File: config.mk
export PLATFORM = sky130hd
export DESIGN_NAME = mips_cpu_muldiv
export DESIGN_NICKNAME = d
export VERILOG_FILES = /design/src/rtl/mips_cpu_pkg.sv /design/src/rtl/mips_cpu_muldiv_fixup.sv /design/src/rtl/mips_cpu_muldiv.sv
export SDC_FILE = /design/constraint.sdc
export NUM_CORES = 1
export LEC_CHECK = 0
export ABC_AREA = 1
export CORE_AREA = 2 2 172 258
export CTS_CLUSTER_DIAMETER = 120
export DETAILED_ROUTE_END_ITERATION = 12
export DIE_AREA = 0 0 174 260
export PLACE_DENSITY_LB_ADDON = 0.15
export SLEW_MARGIN = 20
export SYNTH_ARGS = -nofsm -noshare
export SYNTH_HDL_FRONTEND = slang
export SYNTH_HIERARCHICAL = 1
export SYNTH_SLANG_ARGS = --single-unit
File: constraint.sdc
create_clock -name clk -period 2.95 [get_ports clk]
set_input_delay 0.59 -clock clk [delete_from_list [all_inputs] [get_ports clk]]
set_output_delay 0.59 -clock clk [all_outputs]
set_load 0.01 [all_outputs]
File: src/rtl/mips_cpu_pkg.sv
// Shared CPU definitions: ALU and multiply/divide operation codes plus helpers.
package mips_cpu_pkg;

  localparam int unsigned XLEN     = 32;
  localparam int unsigned MD_ITERS = 32;
  localparam int unsigned MD_CNT_W = 5;

  typedef enum logic [3:0] {
    ALU_ADD  = 4'd0,
    ALU_SUB  = 4'd1,
    ALU_AND  = 4'd2,
    ALU_OR   = 4'd3,
    ALU_XOR  = 4'd4,
    ALU_NOR  = 4'd5,
    ALU_SLT  = 4'd6,
    ALU_SLTU = 4'd7,
    ALU_SLL  = 4'd8,
    ALU_SRL  = 4'd9,
    ALU_SRA  = 4'd10,
    ALU_LUI  = 4'd11
  } alu_op_e;

  typedef enum logic [2:0] {
    MD_MULT  = 3'd0,
    MD_MULTU = 3'd1,
    MD_DIV   = 3'd2,
    MD_DIVU  = 3'd3,
    MD_MTHI  = 3'd4,
    MD_MTLO  = 3'd5,
    MD_NOP6  = 3'd6,
    MD_NOP7  = 3'd7
  } md_op_e;

  // Magnitude of x when treated as signed; pass-through for unsigned ops.
  function automatic logic [XLEN-1:0] mag_of(input logic [XLEN-1:0] x, input logic sgn);
    return (sgn && x[XLEN-1]) ? -x : x;
  endfunction

endpackage

File: src/rtl/mips_cpu_muldiv_fixup.sv
// Sign correction: unsigned magnitude results plus sign flags -> signed HI/LO.
module mips_cpu_muldiv_fixup
  import mips_cpu_pkg::*;
(
  input  logic              is_div_i,
  input  logic              neg_res_i,
  input  logic              neg_rem_i,
  input  logic [2*XLEN-1:0] prod_i,
  input  logic [XLEN-1:0]   rem_i,
  output logic [XLEN-1:0]   hi_c_o,
  output logic [XLEN-1:0]   lo_c_o
);

  logic [2*XLEN-1:0] prod_s;
  logic [XLEN-1:0]   quo_s;
  logic [XLEN-1:0]   rem_s;

  // Product negates as a whole; quotient and remainder carry independent signs.
  always_comb begin
    prod_s = neg_res_i ? -prod_i : prod_i;
    quo_s  = neg_res_i ? -prod_i[XLEN-1:0] : prod_i[XLEN-1:0];
    rem_s  = neg_rem_i ? -rem_i : rem_i;
    hi_c_o = is_div_i ? rem_s : prod_s[2*XLEN-1:XLEN];
    lo_c_o = is_div_i ? quo_s : prod_s[XLEN-1:0];
  end

endmodule

File: src/rtl/mips_cpu_muldiv.sv
// Iterative multiply/divide unit owning the HI/LO registers.
module mips_cpu_muldiv
  import mips_cpu_pkg::*;
(
  input  logic        clk,
  input  logic        reset_n,
  input  logic        start,
  input  logic [2:0]  op,
  input  logic [31:0] a,
  input  logic [31:0] b,
  output logic        busy,
  output logic        done,
  output logic [31:0] hi,
  output logic [31:0] lo
);

  typedef enum logic [1:0] {
    S_IDLE  = 2'd0,
    S_CALC  = 2'd1,
    S_FIXUP = 2'd2
  } state_e;

  state_e              state_q, state_d;
  logic [MD_CNT_W-1:0] cnt_q, cnt_d;
  logic [2*XLEN-1:0]   prod_q, prod_d;   // product, or {0, dividend->quotient}
  logic [XLEN:0]       rem_q, rem_d;     // 33-bit partial remainder
  logic [XLEN-1:0]     opnd_q, opnd_d;   // multiplicand or divisor magnitude
  logic                is_div_q, is_div_d;
  logic                neg_res_q, neg_res_d;
  logic                neg_rem_q, neg_rem_d;
  logic [XLEN-1:0]     hi_q, hi_d, lo_q, lo_d;
  logic                busy_q, busy_d, done_q, done_d;

  md_op_e            op_e;
  logic              sgn;
  logic [XLEN-1:0]   mag_a, mag_b;
  logic [XLEN:0]     mul_sum;
  logic [XLEN+1:0]   div_sh, div_diff;
  logic              div_ok;
  logic [XLEN-1:0]   fix_hi, fix_lo;

  assign op_e     = md_op_e'(op);
  assign sgn      = (op_e == MD_MULT) || (op_e == MD_DIV);
  assign mag_a    = mag_of(a, sgn);
  assign mag_b    = mag_of(b, sgn);
  assign mul_sum  = {1'b0, prod_q[2*XLEN-1:XLEN]} + (prod_q[0] ? {1'b0, opnd_q} : '0);
  assign div_sh   = {rem_q, prod_q[XLEN-1]};
  assign div_diff = div_sh - {2'b00, opnd_q};
  assign div_ok   = ~div_diff[XLEN+1];

  mips_cpu_muldiv_fixup u_fixup (
    .is_div_i  (is_div_q),
    .neg_res_i (neg_res_q),
    .neg_rem_i (neg_rem_q),
    .prod_i    (prod_q),
    .rem_i     (rem_q[XLEN-1:0]),
    .hi_c_o    (fix_hi),
    .lo_c_o    (fix_lo)
  );

  // State and datapath registers; reset aborts any operation and clears HI/LO.
  always_ff @(posedge clk or negedge reset_n) begin
    if (!reset_n) begin
      state_q   <= S_IDLE;
      cnt_q     <= '0;
      prod_q    <= '0;
      rem_q     <= '0;
      opnd_q    <= '0;
      is_div_q  <= 1'b0;
      neg_res_q <= 1'b0;
      neg_rem_q <= 1'b0;
      hi_q      <= '0;
      lo_q      <= '0;
      busy_q    <= 1'b0;
      done_q    <= 1'b0;
    end else begin
      state_q   <= state_d;
      cnt_q     <= cnt_d;
      prod_q    <= prod_d;
      rem_q     <= rem_d;
      opnd_q    <= opnd_d;
      is_div_q  <= is_div_d;
      neg_res_q <= neg_res_d;
      neg_rem_q <= neg_rem_d;
      hi_q      <= hi_d;
      lo_q      <= lo_d;
      busy_q    <= busy_d;
      done_q    <= done_d;
    end
  end

  // Next-state: operand capture in IDLE, one bit per cycle in CALC, write-back in FIXUP.
  always_comb begin
    state_d   = state_q;
    cnt_d     = cnt_q;
    prod_d    = prod_q;
    rem_d     = rem_q;
    opnd_d    = opnd_q;
    is_div_d  = is_div_q;
    neg_res_d = neg_res_q;
    neg_rem_d = neg_rem_q;
    hi_d      = hi_q;
    lo_d      = lo_q;
    done_d    = 1'b0;

    case (state_q)
      S_IDLE: begin
        if (start) begin
          unique case (op_e)
            MD_MULT, MD_MULTU: begin
              opnd_d    = mag_a;
              prod_d    = {{XLEN{1'b0}}, mag_b};
              rem_d     = '0;
              is_div_d  = 1'b0;
              neg_res_d = sgn & (a[XLEN-1] ^ b[XLEN-1]);
              neg_rem_d = 1'b0;
              cnt_d     = '0;
              state_d   = S_CALC;
            end
            MD_DIV, MD_DIVU: begin
              is_div_d = 1'b1;
              cnt_d    = '0;
              if (b == '0) begin
                // Divide by zero: preload the fixed result, no sign correction.
                prod_d    = {{XLEN{1'b0}}, {XLEN{1'b1}}};
                rem_d     = {1'b0, a};
                neg_res_d = 1'b0;
                neg_rem_d = 1'b0;
                state_d   = S_FIXUP;
              end else begin
                opnd_d    = mag_b;
                prod_d    = {{XLEN{1'b0}}, mag_a};
                rem_d     = '0;
                neg_res_d = sgn & (a[XLEN-1] ^ b[XLEN-1]);
                neg_rem_d = sgn & a[XLEN-1];
                state_d   = S_CALC;
              end
            end
            MD_MTHI: hi_d = a;
            MD_MTLO: lo_d = a;
            MD_NOP6, MD_NOP7: ;
          endcase
        end
      end
      S_CALC: begin
        if (is_div_q) begin
          rem_d  = div_ok ? div_diff[XLEN:0] : div_sh[XLEN:0];
          prod_d = {prod_q[2*XLEN-1:XLEN], prod_q[XLEN-2:0], div_ok};
        end else begin
          prod_d = {mul_sum, prod_q[XLEN-1:1]};
        end
        cnt_d = cnt_q + MD_CNT_W'(1);
        if (cnt_q == MD_CNT_W'(MD_ITERS - 1)) state_d = S_FIXUP;
      end
      S_FIXUP: begin
        hi_d    = fix_hi;
        lo_d    = fix_lo;
        done_d  = 1'b1;
        state_d = S_IDLE;
      end
      default: state_d = S_IDLE;
    endcase

    busy_d = (state_d != S_IDLE);
  end

  assign busy = busy_q;
  assign done = done_q;
  assign hi   = hi_q;
  assign lo   = lo_q;

endmodule
==> impl_metrics.csv, run 1 <==
group,metric,value,unit
sta,setup_slack,0.1007,ns
floorplan,rows,93,
clock_tree,clkSinkCount,205,
cells_and_area,area.growth.synth_to_final,18.27,%
synth,synth_xor_area_frac,0.03821,
drt,drt-total-wl,95100,um
global_route,grt_pass1_vias,23830,
worst_setup_path,worstSetupPathType,"reg -> reg",
cells_and_area,layout.nets,3763,
clock_tree,root_buffer,"clkbuf_16",
synth,synth_top_family_by_area,"simple AND/OR/NAND/NOR gates",
worst_setup_path,critPathCaptureType,"register",
drt,drt-initial-drc-count,2327,
global_route,grt_overflow,0,
sta,tightest_slew,0.9869,ns
global_route,antenna_found_initial,1,
synth,ys_async_sr_fraction,1.000,
clock_tree,clk_pin_slew,0.07,ns
clock_tree,cts_buffer_depth,3,
floorplan,io_pins,136,
placed_design,port_buffers,135,
job,drv_cap,0,
synth,synthFlopType,"dfrtp_1",
sta,setup_viol,0,
sta,skew,0.02239,ns
drt,firstDrtPassIters,6,
cells_and_area,finish.utilization,0.5762,
sta,fin_crit_sh,0.9659,
cells_and_area,layout-drive-gt1-share,0.1018,
cells_and_area,ff_latch_area,0.005132,mm2
sta,slew_headroom,0.3421,
power,irDropWorstVdd,0.7839,mV
worst_setup_path,reg2reg_to,"prod_q[59]",
sta,hold_violations,0,
synth,synth_fp_nets,3548,
floorplan,die_w,174,um
synth,synth_compound_area_frac,0.1505,
clock_tree,cts_inserted_buffers,23,
floorplan,die_y,260,um
clock_tree,cts_setup_buffers,0,
floorplan,die-area,0.04524,mm2
clock_tree,h-tree-depth,1,
worst_setup_path,worstPathRequired,3.41,ns
sta,hold_slack,0.08290,ns
global_route,grt_use_total,0.4129,
placed_design,place_hpwl,77340,um
synth,yosysSeqAreaShare,0.2459,
synth,syn_avg_cell_area,6.125,um2
synth,syn_inst,3406,
floorplan,start_util,0.4872,
synth,synth-simple-area-share,0.3930,
cells_and_area,fin_cells,4207,
clock_tree,cts_tree,"yes",
global_route,grt_max_degree,73,
synth,ys.warnings.count,6,
synth,synth_cell_types,61,
drt,vias,24820,
worst_setup_path,rrSetupSlack,0.10,ns
drt,drt.antenna.violating_nets,0,
sta,final-max-slew-violation-count,0,
worst_setup_path,cp-start-kind,"register",
cells_and_area,fillCellCount,4401,
placed_design,placed_cells,4166,
synth,synth_edf_count,0,
power,leakage,0.01229,uW
drt,via_per_inst,5.900,
worst_setup_path,r2r_cells,15,
min_path,min_path_type,"in -> async",
sta,clock.fmax,351.0,MHz
worst_setup_path,r2r_start,"opnd_q[0]",
global_route,grt_pass1_wl,141600,um
cells_and_area,mostFrequentLayoutCells,"nand2_1 (1002), inv_1 (446), nor2_1 (377), nand3_1 (317), dfrtp_1 (203)",
worst_setup_path,crit_fanout,5,
floorplan,core_area,0.04282,mm2
placed_design,dp_worst_setup_slack,-0.09693,ns
worst_setup_path,worstPathArrival,3.31,ns
synth,synth_area,0.02086,mm2
sta,period_minus_slack,2.849,ns
cells_and_area,multi_input_area,0.01348,mm2
sta,rsz0062_at_grt,"false",
synth,synthAdderAreaFrac,0.04390,
synth,synth_mux_area_frac,0.01823,
drt,drc,0,
power,total_power,29480,uW
placed_design,gp_congestion,1.096,
outcome,status,"completed",
power,powerDensity,1195,mW/mm2
synth,synth-seq-cells,205,
cells_and_area,mostFrequentLayoutCell,"nand2_1",
drt,wl_per_cell,22.61,um
clock_tree,clkLatencyLatePin,0.56,ns
-- cell usage after synthesis (all sizes together) (5+ instances only) --
master,count,area [um2]
o21a,5,37.54
or2,8,50.05
a31oi,13,81.33
o21bai,8,71.32
o211ai,51,382.9
o31ai,10,85.08
mux2,32,360.4
nand3,327,1702
a21oi,182,948.4
nor4,5,31.28
nand3b,13,97.59
xnor2,24,210.2
nor3,31,171.4
nand2,1032,3964
inv,458,1719
buf,59,324.1
dfrtp,205,5130
o22ai,5,31.28
nor2,413,1682
a41oi,32,280.3
ha,70,875.8
o21ai,160,853.3
clkbuf,65,247.7
a21o,8,60.06
nand4,75,469.2
o221ai,5,43.79
a22oi,20,150.1
xor2,67,586.8
-- how the worst max path moves through the flow --
stage / from / endpoint / slack (ns) / cells after the start
floorplan: prod_q[0] / prod_q[47] / 0.52 / 16
global placement: a[17] / prod_q[23] / -0.09 / 13
detailed placement: a[17] / prod_q[23] / -0.1 / 13
CTS: opnd_q[0] / prod_q[59] / 0.03 / 15
global route: opnd_q[0] / prod_q[59] / 0.002 / 15
finish: opnd_q[0] / prod_q[59] / 0.10 / 15
-- logic make-up (layout without fill, tap and decap cells) --
kind of cell,after synthesis,in the layout
AO/OA/AOI/OAI,511,511
XOR/XNOR,91,91
flip-flops,205,205
buffers and inverters,584,814
AND/OR/NAND/NOR,1909,1909
multiplexers,34,34
other,0,1
adder cells (fa/ha/maj),72,72
-- layer usage --
metal  part of all wire  global-route usage  routed length [um]
met1               0.36              0.4654               34520
met2               0.46              0.6903               43520
met3              0.078             0.06038                7393
met4               0.10              0.3469                9665
met5                  0                   0                   0
-- final cells by class --
| type | count | share of cell area |
|---|---|---|
| Multi-Input combinational cell | 2617 | 0.5465 |
| Sequential cell | 205 | 0.2080 |
| Timing Repair Buffer | 314 | 0.1150 |
| Inverter | 460 | 0.06998 |
| Tap cell | 570 | 0.02891 |
| Clock buffer | 31 | 0.02617 |
| Clock inverter | 9 | 0.005376 |
| Antenna cell | 1 | 0.0001014 |
-- where the power goes --
part	switching (uW)	internal (uW)	total, uW
logic	13000	7140	20200
clock network	1320	1800	3120
registers	1990	4200	6180
-- per-stage QoR --
stage / TNS, ns / cell area [um2]
after global routing: 0 / 24670
after global placement: -0.1279 / 23880
after detailed placement: -0.2689 / 23880
after floorplan: 0 / 20860
final: 0 / 24670
after CTS: 0 / 24650
-- state kept, by name (all words and copies together) (netlist names) --
name       count
state_q        2
hi            32
rem_q         33
prod_q        64
busy           1
is_div_q       1
opnd_q        32
cnt_q          5
neg_rem_q      1
done           1
neg_res_q      1
lo            32
-- worst max-delay path, cell delays in order, from the launching register on --
cell	delay, ns
dfrtp_1	0.53
nand2_1	0.09
inv_1	0.06
ha_1	0.15
inv_1	0.05
fa_1	0.44
nor3_1	0.26
nor2_2	0.11
o21ai_1	0.24
buf_4	0.17
nand2_1	0.04
nand2_1	0.16
nand3_1	0.13
nand3_1	0.09
nand2_1	0.04
o21ai_0	0.18
-- repair_timing --
item	4_1_cts	5_1_grt
hold buffers	0	0
gates resized for setup	0	8
setup endpoints to repair	0	8
(Power assumes the default switching activity.)
==> run 2, diff against run 1 <==
--- a/config.mk
+++ b/config.mk
@@ -10,6 +10,7 @@
 export CTS_CLUSTER_DIAMETER = 120
 export DETAILED_ROUTE_END_ITERATION = 12
 export DIE_AREA = 0 0 174 260
+export MAX_ROUTING_LAYER = met4
 export PLACE_DENSITY_LB_ADDON = 0.15
 export SLEW_MARGIN = 20
 export SYNTH_ARGS = -nofsm -noshare
==> constraint.sdc (replaced) <==
create_clock -name clk -period 2.3 [get_ports clk]
set_input_delay 0.46 -clock clk [delete_from_list [all_inputs] [get_ports clk]]
set_output_delay 0.46 -clock clk [all_outputs]
set_load 0.01 [all_outputs]
==> run 2 against run 1 <==
Against the previous run: the run now ends with setup timing left; hold slack improved by 0.43 ns; sequential power increased by 25%; sequential cell count is the same; critical path type unchanged.
==> impl_metrics.csv, run 2 (synthesized netlist as in run 1, its figures left out) <==
group,metric,value,unit
outcome,status,"finished, violations left",
outcome,violations,"setup timing",
cells_and_area,mostFrequentLayoutCells,"nand2_1 (827), buf_4 (630), inv_1 (379), nor2_1 (331), nand3_1 (240)",
global_route,grt_use_total,0.4686,
power,switching_share,0.5210,
sta,setup_viol,73,
drt,via_per_inst,6.039,
floorplan,io_pins,136,
cells_and_area,area.growth.synth_to_final,55.54,%
global_route,antenna_found_initial,3,
worst_setup_path,cpPeakStageDelay,0.40,ns
global_route,grt_pass1_wl,157700,um
global_route,grt_max_degree,67,
power,p_int,26210,uW
sta,setup_tns,-8.217,ns
drt,wl_per_cell,23.88,um
placed_design,port_buffers,135,
drt,drt.antenna.violating_nets,0,
global_route,grt_overflow,0,
clock_tree,clk_pin_slew,0.07,ns
clock_tree,h-tree-depth,1,
power,leakage,0.01577,uW
global_route,gr-usage-met2,0.7729,
worst_setup_path,slowest_stage,"fa_2",
drt,firstDrtPassIters,8,
sta,skew,0.01416,ns
cells_and_area,fillCellCount,3128,
drt,drc,0,
power,powerDensity,1687,mW/mm2
floorplan,core_area,0.04282,mm2
global_route,busiest_layer,"met2",
sta,rsz0062_at_grt,"true",
job,drv_cap,0,
floorplan,die_w,174,um
sta,period_minus_slack,2.650,ns
worst_setup_path,worstPathRequired,2.72,ns
sta,final-max-slew-violation-count,0,
placed_design,placed_cells,4603,
power,power.share.sequential,0.141,
placed_design,gp_congestion,1.093,
clock_tree,cts_tree,"yes",
sta,fin_crit_sh,1.152,
global_route,grt_pass1_vias,27340,
worst_setup_path,cp-start-kind,"register",
cells_and_area,largest-register,"prod_q",
cells_and_area,finalInstanceArea,0.03245,mm2
drt,drt-total-wl,113300,um
placed_design,place_hpwl,82420,um
clock_tree,cts_buffer_depth,3,
global_route,grt.met3_usage,0.07471,
power,clkPwrFrac,0.080,
placed_design,placed_area,0.02737,mm2
cells_and_area,largest_reg_flops,64,
power,p_switching,28510,uW
floorplan,die-area,0.04524,mm2
clock_tree,clkSinkCount,205,
worst_setup_path,crit_fanout,4,
sta,slew_headroom,0.5325,
cells_and_area,mostFrequentLayoutCell,"nand2_1",
worst_setup_path,worstPathArrival,3.07,ns
cells_and_area,layout-drive-gt1-share,0.3552,
sta,clock.fmax,377.3,MHz
floorplan,rows,93,
cells_and_area,fin_cells,4746,
worst_setup_path,worstSetupPathType,"reg -> reg",
clock_tree,clkLatencyLatePin,0.55,ns
cells_and_area,reg_top3,"prod_q x64, rem_q x33",
cells_and_area,layout.nets,4298,
drt,vias,28660,
worst_setup_path,critPathCaptureType,"register",
worst_setup_path,cpMostUsedCell,"nand2_1",
floorplan,die_y,260,um
cells_and_area,ff_latch_area,0.005156,mm2
worst_setup_path,crit_path_cell_trace,"buf_6 > nand2_2 > inv_2 > ha_4 > inv_2 > fa_2 > nor3_4 > nor2_4 > o21ai_2 > nand2_1 > nand2_2 > nand2_1 > nand2_1 > a21oi_1 > o21ai_0 > nand2_1",
cells_and_area,multi_input_area,0.01649,mm2
min_path,min_path_type,"reg -> reg",
clock_tree,cts_inserted_buffers,22,
floorplan,start_util,0.4872,
clock_tree,root_buffer,"clkbuf_16",
sta,setup_slack,-0.3504,ns
sta,tightest_slew,0.7002,ns
global_route,grtUsageMet1,0.4940,
sta,hold_violations,0,
power,total_power,54730,uW
power,irDropWorstVdd,1.792,mV
drt,drt-initial-drc-count,3411,
power,p_comb_frac,0.779,
==> run 2: cell types whose count changed in the layout (fill, tap and decap cells not counted), sizes merged <==
cell / change
bufinv: +3
clkinvlp: +1
dlymetal6s2s: +2
buf: +530
dlygate4sd3: +1
inv: -3
clkdlybuf4s50: -2
diode: +3
nand2: +1
clkinv: +3
==> run 2: worst paths after layout <==
| path | start | slack (ns) | cells after the start | to |
|---|---|---|---|---|
| setup reg to reg | opnd_q[0] | -0.35 | 16 | prod_q[47] |
| max in group asynchronous | reset_n | 1.09 | 3 | opnd_q[1] |
| hold / removal | state_q[1] | 0.51 | 1 | state_q[1] |
| hold reg to reg | state_q[1] | 0.51 | 1 | state_q[1] |
| min in group asynchronous | reset_n | 0.52 | 2 | lo[4] |
| setup / recovery | opnd_q[0] | -0.35 | 16 | prod_q[47] |
==> run 2: area by class of cell <==
type / instances / share of cell area
Multi-Input combinational cell: 2618 / 0.5082
Timing Repair Buffer: 849 / 0.2294
Sequential cell: 205 / 0.1589
Inverter: 460 / 0.05468
Tap cell: 570 / 0.02198
Clock buffer: 27 / 0.01913
Clock inverter: 13 / 0.007442
Antenna cell: 4 / 0.0003085
==> run 2: per-stage QoR <==
stage | hold slack [ns] | worst slack (ns) | util
2_1_floorplan | 0.1644 | 0.01173 | -
3_3_place_gp | 0.4810 | -0.6177 | 0.6391
3_5_place_dp | 0.4927 | -0.6555 | 0.6391
4_1_cts | 0.5082 | -0.08543 | 0.7044
5_1_grt | 0.5168 | -0.4329 | 0.7577
6_report | 0.5108 | -0.3504 | 0.7578
==> run 2: routing by layer <==
layer,vias to the layer above,share of wire
met4,0,0.11
li1,12620,-
met3,726,0.096
met5,-,0
met1,13300,0.33
met2,2012,0.46
==> run 2: power by group through the flow <==
stage	Combinational [uW]	Clock [uW]	Sequential, uW
floorplan	16400	0	7140
global placement	30400	0	7260
detailed placement	31000	0	7350
CTS	35000	4350	7440
global route	45000	4490	7770
finish	42600	4390	7700
==> run 2: worst max-delay path, delay by kind of cell, from the launching register on <==
kind	cells	cell delay, ns
flip-flops	1	0.39
AND/OR/NAND/NOR	8	0.94
AO/OA/AOI/OAI	3	0.46
buffers and inverters	3	0.23
adder cells (fa/ha/maj)	2	0.52
==> run 2: timing repair <==
item	CTS	global route
buffers inserted	51	42
cloned	3	7
hold buffers	1	0
hold endpoints to repair	50	0
resized for setup	374	447
endpoints found under the setup margin	101	126
pin swaps	100	183
